File: src/rtl/dm_port_arbiter_pkg.sv
// Shared definitions for the data-RAM port arbiter: ctrl bit positions, FSM states,
// requester IDs and ctrl decode helpers.
package dm_port_arbiter_pkg;

   localparam int unsigned CTL_W   = 5;
   localparam int unsigned CTL_SW  = 4;
   localparam int unsigned CTL_LW  = 3;
   localparam int unsigned CTL_LB  = 2;
   localparam int unsigned CTL_LBU = 1;
   localparam int unsigned CTL_SB  = 0;

   localparam logic [CTL_W-1:0] CTL_OP_SW = CTL_W'(1) << CTL_SW;

   typedef enum logic [1:0] {
      ST_INIT  = 2'd0,
      ST_IDLE  = 2'd1,
      ST_ISSUE = 2'd2
   } dm_state_t;

   typedef enum logic {
      PORT_CPU = 1'b0,
      PORT_DBG = 1'b1
   } dm_port_t;

   function automatic logic ctl_onehot(input logic [CTL_W-1:0] c);
      return (c != '0) && ((c & (c - CTL_W'(1))) == '0);
   endfunction

   function automatic logic ctl_is_load(input logic [CTL_W-1:0] c);
      return ctl_onehot(c) && (c[CTL_LW] || c[CTL_LB] || c[CTL_LBU]);
   endfunction

endpackage

File: src/rtl/dm_rr_pick.sv
// Two-way round-robin picker: a lone requester wins; on a tie the port not served last wins.
module dm_rr_pick
   import dm_port_arbiter_pkg::*;
(
   input  logic [1:0] req,
   input  dm_port_t   last,
   output dm_port_t   gnt_sel,
   output logic       valid
);

   always_comb begin
      valid   = |req;
      gnt_sel = PORT_CPU;
      if (req == 2'b11) begin
         gnt_sel = (last == PORT_CPU) ? PORT_DBG : PORT_CPU;
      end else if (req[PORT_DBG]) begin
         gnt_sel = PORT_DBG;
      end
   end

endmodule

File: src/rtl/dm_port_arbiter.sv
// Shares one data RAM between the CPU load/store path and the debug/DMA port,
// with registered grant/read return and an optional post-reset clear of every word.
module dm_port_arbiter
   import dm_port_arbiter_pkg::*;
#(
   parameter int unsigned ADDR_W     = 7,
   parameter int unsigned DATA_W     = 32,
   parameter int unsigned WORDS      = 32,
   parameter bit          INIT_CLEAR = 1'b1
) (
   input  logic              clk,
   input  logic              rst,
   input  logic              cpu_req,
   input  logic [CTL_W-1:0]  cpu_ctrl,
   input  logic [ADDR_W-1:0] cpu_addr,
   input  logic [DATA_W-1:0] cpu_wdata,
   output logic              cpu_gnt,
   output logic              cpu_rvalid,
   output logic [DATA_W-1:0] cpu_rdata,
   input  logic              dbg_req,
   input  logic [CTL_W-1:0]  dbg_ctrl,
   input  logic [ADDR_W-1:0] dbg_addr,
   input  logic [DATA_W-1:0] dbg_wdata,
   output logic              dbg_gnt,
   output logic              dbg_rvalid,
   output logic [DATA_W-1:0] dbg_rdata,
   output logic              busy,
   output logic [CTL_W-1:0]  dm_ctrl,
   output logic [ADDR_W-1:0] dm_addr,
   output logic [DATA_W-1:0] dm_wdata,
   input  logic [DATA_W-1:0] dm_rdata
);

   localparam int unsigned      IDX_W    = ADDR_W - 2;
   localparam logic [IDX_W-1:0] IDX_LAST = IDX_W'(WORDS - 1);

   dm_state_t         state;
   dm_state_t         state_next;
   logic [IDX_W-1:0]  idx;
   dm_port_t          last_port;
   dm_port_t          pick_sel;
   dm_port_t          op_port;
   logic              pick_valid;
   logic              grant;
   logic [CTL_W-1:0]  op_ctrl;
   logic [ADDR_W-1:0] op_addr;
   logic [DATA_W-1:0] op_wdata;
   logic [CTL_W-1:0]  sel_ctrl;
   logic [ADDR_W-1:0] sel_addr;
   logic [DATA_W-1:0] sel_wdata;

   dm_rr_pick u_pick (
      .req     ({dbg_req, cpu_req}),
      .last    (last_port),
      .gnt_sel (pick_sel),
      .valid   (pick_valid)
   );

   always_comb begin
      sel_ctrl  = cpu_ctrl;
      sel_addr  = cpu_addr;
      sel_wdata = cpu_wdata;
      if (pick_sel == PORT_DBG) begin
         sel_ctrl  = dbg_ctrl;
         sel_addr  = dbg_addr;
         sel_wdata = dbg_wdata;
      end
   end

   always_comb begin
      state_next = state;
      grant      = 1'b0;
      case (state)
         ST_INIT: begin
            if (idx == IDX_LAST) state_next = ST_IDLE;
         end
         ST_IDLE: begin
            if (pick_valid) begin
               grant      = 1'b1;
               state_next = ST_ISSUE;
            end
         end
         ST_ISSUE: state_next = ST_IDLE;
         default:  state_next = ST_IDLE;
      endcase
   end

   // RAM pins are quiet while rst is high so an aborted store never commits.
   always_comb begin
      dm_ctrl  = '0;
      dm_addr  = '0;
      dm_wdata = '0;
      if (!rst) begin
         case (state)
            ST_INIT: begin
               dm_ctrl = CTL_OP_SW;
               dm_addr = {idx, 2'b00};
            end
            ST_ISSUE: begin
               dm_ctrl  = op_ctrl;
               dm_addr  = op_addr;
               dm_wdata = op_wdata;
            end
            default: ;
         endcase
      end
   end

   assign busy = (state == ST_INIT);

   always_ff @(posedge clk) begin
      if (rst) begin
         state      <= INIT_CLEAR ? ST_INIT : ST_IDLE;
         idx        <= '0;
         last_port  <= PORT_DBG;
         op_port    <= PORT_CPU;
         op_ctrl    <= '0;
         op_addr    <= '0;
         op_wdata   <= '0;
         cpu_gnt    <= 1'b0;
         dbg_gnt    <= 1'b0;
         cpu_rvalid <= 1'b0;
         dbg_rvalid <= 1'b0;
         cpu_rdata  <= '0;
         dbg_rdata  <= '0;
      end else begin
         state      <= state_next;
         cpu_gnt    <= grant && (pick_sel == PORT_CPU);
         dbg_gnt    <= grant && (pick_sel == PORT_DBG);
         cpu_rvalid <= 1'b0;
         dbg_rvalid <= 1'b0;
         if (state == ST_INIT) begin
            idx <= idx + IDX_W'(1);
         end
         // Malformed ctrl is still granted but latched as a no-op.
         if (grant) begin
            last_port <= pick_sel;
            op_port   <= pick_sel;
            op_ctrl   <= ctl_onehot(sel_ctrl) ? sel_ctrl : '0;
            op_addr   <= sel_addr;
            op_wdata  <= sel_wdata;
         end
         if ((state == ST_ISSUE) && ctl_is_load(op_ctrl)) begin
            if (op_port == PORT_CPU) begin
               cpu_rdata  <= dm_rdata;
               cpu_rvalid <= 1'b1;
            end else begin
               dbg_rdata  <= dm_rdata;
               dbg_rvalid <= 1'b1;
            end
         end
      end
   end

endmodule

File: config.mk
export PLATFORM = sky130hd
export DESIGN_NAME = dm_port_arbiter
export DESIGN_NICKNAME = d
export VERILOG_FILES = /design/src/rtl/dm_port_arbiter_pkg.sv /design/src/rtl/dm_rr_pick.sv /design/src/rtl/dm_port_arbiter.sv
export SDC_FILE = /design/constraint.sdc
export NUM_CORES = 1
export LEC_CHECK = 0
export ABC_CLOCK_PERIOD_IN_PS = 2900
export BUFFER_PORTS_ARGS = -buffer_cell sky130_fd_sc_hd__buf_2
export CORE_ASPECT_RATIO = 0.6
export CORE_UTILIZATION = 51
export DETAILED_ROUTE_END_ITERATION = 6
export PLACE_DENSITY = 0.85
export SLEW_MARGIN = 30
export SYNTH_ARGS = -nofsm -noshare
export SYNTH_HDL_FRONTEND = slang
export SYNTH_SLANG_ARGS = --single-unit
File: constraint.sdc
create_clock -name clk -period 2.9 [get_ports clk]
set_clock_uncertainty 0.05 [all_clocks]
set_input_delay 0.145 -clock clk [delete_from_list [all_inputs] [get_ports clk]]
set_output_delay 0.145 -clock clk [all_outputs]
set_load 0.03 [all_outputs]
==> reports/metrics.csv <==
metric,value,unit
clock.fmax,0.374,GHz
antenna_found_initial,0,
detailedRoute.firstPassIterationCount,7,
status,"finished, violations left",
synth_cells,570,
path_delay_family,simple AND/OR/NAND/NOR gates,
path_class,reg -> reg,
crit_path_max_fanout,40,
rsz0062_at_grt,no,
pre_cts_ws,0.557,ns
setup_viol,0,
cp_slowest_cell,dlygate4sd3_1,
drt-initial-drc-count,474,
grt_remaining_overflow,0,
ios,237,
grt_use_met1,39.8,%
min_path_type,in -> reg,
placed_area,0.00642,mm^2
antenna_cells,0,
cpPeakStageDelay,0.63,ns
wirelength,17.9,mm
synth_top_flop_cell,dfxtp_1,
worstPathArrival,2.88,ns
row_count,28,
drv_slew,0,
groute.layer.met2.usage,59.2,%
clock-root-buffer,clkbuf_16,
grt_max_degree,58,
grt-busiest-layer,met2,
total_power,3.80,mW
finish.utilization,81.6,%
worstSetupStartpointType,flop,
nets,1026,
cts_buffers,17,
critPathBufInv,1,
wl_per_cell,17.1,um
ys_seq_area_share,46.7,%
syn-cell-area,0.00518,mm^2
ys_types,44,
use_met3,7.58,%
synth_nets,696,
synth_seq_cells,121,
layout.cell_area.non_filler,0.00806,mm^2
drc_errors,2,
fp.coreArea,0.00988,mm^2
timing.final.crit_period,2.68,ns
cp-end-kind,flop,
clock_latency,0.40,ns
die-area,0.0106,mm^2
max-vdd-ir-drop,0.447,mV
power.density,471,mW/mm^2
p_leak,3.54,nW
drive_gt1_share,39.1,%
hold_viol,0,
setup-tns-final,0,ns
grt_pass1_vias,5624,
synthToLayoutAreaGrowth,55.4,%
vias,5750,
h-tree-depth,4,
cts_tree,yes,
postLayoutSetupSlackWorst,0.224,ns
clk_pin_slew,0.05,ns
ys_warn_count,0,
path_cells,"nand2b_1, or2_4, a222oi_1, dlygate4sd3_1, nor2_1",
start_util,52.5,%
cp.required,3.11,ns
avgViaCountPerCell,5.49,
avgSynthCellArea,9.09,um^2
post_cts_buffers,0,
fp.dieH,80.1,um
worst_slew_pin_slew,0.789,ns
hpwlAfterDp,10.3,mm
async_reset_ff_share,0,%
gr-usage-all-layers,33.5,%
synth_edf_count,0,
violations,DRC,
cts.path.max_buffers,2,
slew_headroom,47.3,%
die_w,132,um
clock-sinks,121,
period_share,92.3,%
portBuffers,236,
rrSetupSlack,0.22,ns
maxCapViolations,0,
postRouteAntennaNets,0,
grt_pass1_wl,27.7,mm
routabilityCongestion,0.813,
==> cell usage after synthesis (all sizes together), types with 3 or more instances <==
library cell    n  share of area, %
nand2b          3              0.36
a222oi         17               3.3
nor3b          20               2.9
mux2i           8               1.5
nor3            6              0.58
xor2            4              0.68
inv             6              0.43
and2           17               2.1
a21oi          69                11
clkbuf         34               2.5
nor2           31               2.2
nand2         141                10
dfxtp         121                47
and3           21               2.5
o21ai           6              0.58
buf            11               1.8
a221o          20               3.9
==> worst min-delay path, delay by kind of cell <==
kind	cells	cell delay (ns)
buffers and inverters	1	0.10
AOI/OAI and AO/OA	2	0.25
==> metal layers <==
layer | part of all wire [%] | routed length [um] | up-vias
li1 | - | - | 2666
met1 | 40 | 7210 | 2770
met2 | 51 | 9130 | 283
met3 | 7.1 | 1260 | 31
met4 | 1.6 | 281 | 0
met5 | 0 | 0 | -
==> through the flow <==
step                std cells  hold WS [ns]
global placement          906         0.283
global route             1047        0.0704
finish                   1047        0.0795
CTS                      1047        0.0545
detailed placement        906         0.299
floorplan                 570         0.194
==> worst paths after layout <==
| check | startpoint | to | cells past startpoint |
|---|---|---|---|
| max | state[1] | op_wdata[15] | 5 |
| min | cpu_ctrl[4] | op_ctrl[4] | 3 |
| max reg2reg | state[1] | op_wdata[15] | 5 |
| min reg2reg | cpu_rdata[24] | cpu_rdata[24] | 2 |
==> final cells by class <==
class                      instances  area, um^2
multi-input combinational        398        2550
sequential                       121        2420
clock buffer                      19         453
clock inverter                    12        78.8
fill                             640        1820
tap                              135         169
inverter                           6        22.5
timing repair buffer             356        2360
==> flip-flops by register name, indices dropped and copies added (netlist names) <==
name / cells
cpu_gnt: 1
cpu_rdata: 32
cpu_rvalid: 1
dbg_gnt: 1
dbg_rdata: 32
dbg_rvalid: 1
idx: 5
last_port: 1
op_addr: 7
op_ctrl: 5
op_port: 1
op_wdata: 32
state: 2
==> report_power, final <==
| group | internal, mW | switching [mW] | total [mW] |
|---|---|---|---|
| registers | 1.67 | 0.00443 | 1.67 |
| logic | 0.143 | 0.124 | 0.267 |
| clock network | 1.12 | 0.738 | 1.86 |
| total | 2.93 | 0.867 | 3.80 |
==> logic make-up after synthesis <==
| logic type | Yosys count | synth area share (%) |
|---|---|---|
| AOI/OAI and AO/OA | 129 | 22.1 |
| xor gates and xnor gates | 6 | 1.01 |
| adders and majority gates | 3 | 0.676 |
| buffers and inverters | 51 | 4.73 |
| DFF | 121 | 46.7 |
| muxes | 10 | 1.98 |
| and+or+nand+nor | 250 | 22.8 |
==> what timing repair did <==
item,4_1_cts,5_1_grt
endpoints found under the setup margin,0,27
endpoints found under the hold margin,103,0
hold buffers,110,0
resized for setup,0,1
==> cell usage in the layout, fill, tap and decap left out, types with 2 or more instances in the layout <==
| master | n |
|---|---|
| nor3b_1 | 20 |
| nor3_1 | 5 |
| a2111oi_4 | 2 |
| clkinv_2 | 5 |
| nand2_1 | 135 |
| clkbuf_8 | 2 |
| nor2_1 | 29 |
| nor2_2 | 2 |
| a21oi_2 | 60 |
| o21a_1 | 2 |
| buf_2 | 235 |
| dfxtp_1 | 121 |
| o2111ai_2 | 2 |
| nand2_2 | 6 |
| o21ai_0 | 6 |
| nand4_1 | 2 |
| clkinvlp_4 | 6 |
| nand2b_1 | 3 |
| xor2_1 | 4 |
| inv_1 | 6 |
| xnor2_1 | 2 |
| mux2_2 | 2 |
| and3_1 | 21 |
| clkbuf_16 | 17 |
| and2_1 | 17 |
| a221o_1 | 20 |
| a222oi_1 | 17 |
| a21oi_1 | 9 |
| o31ai_1 | 2 |
| buf_4 | 11 |
| dlygate4sd3_1 | 110 |
| ha_1 | 2 |
| o31a_1 | 2 |
| mux2i_1 | 8 |
| a22oi_1 | 2 |
No activity file was read; power rests on OpenSTA's default activity.
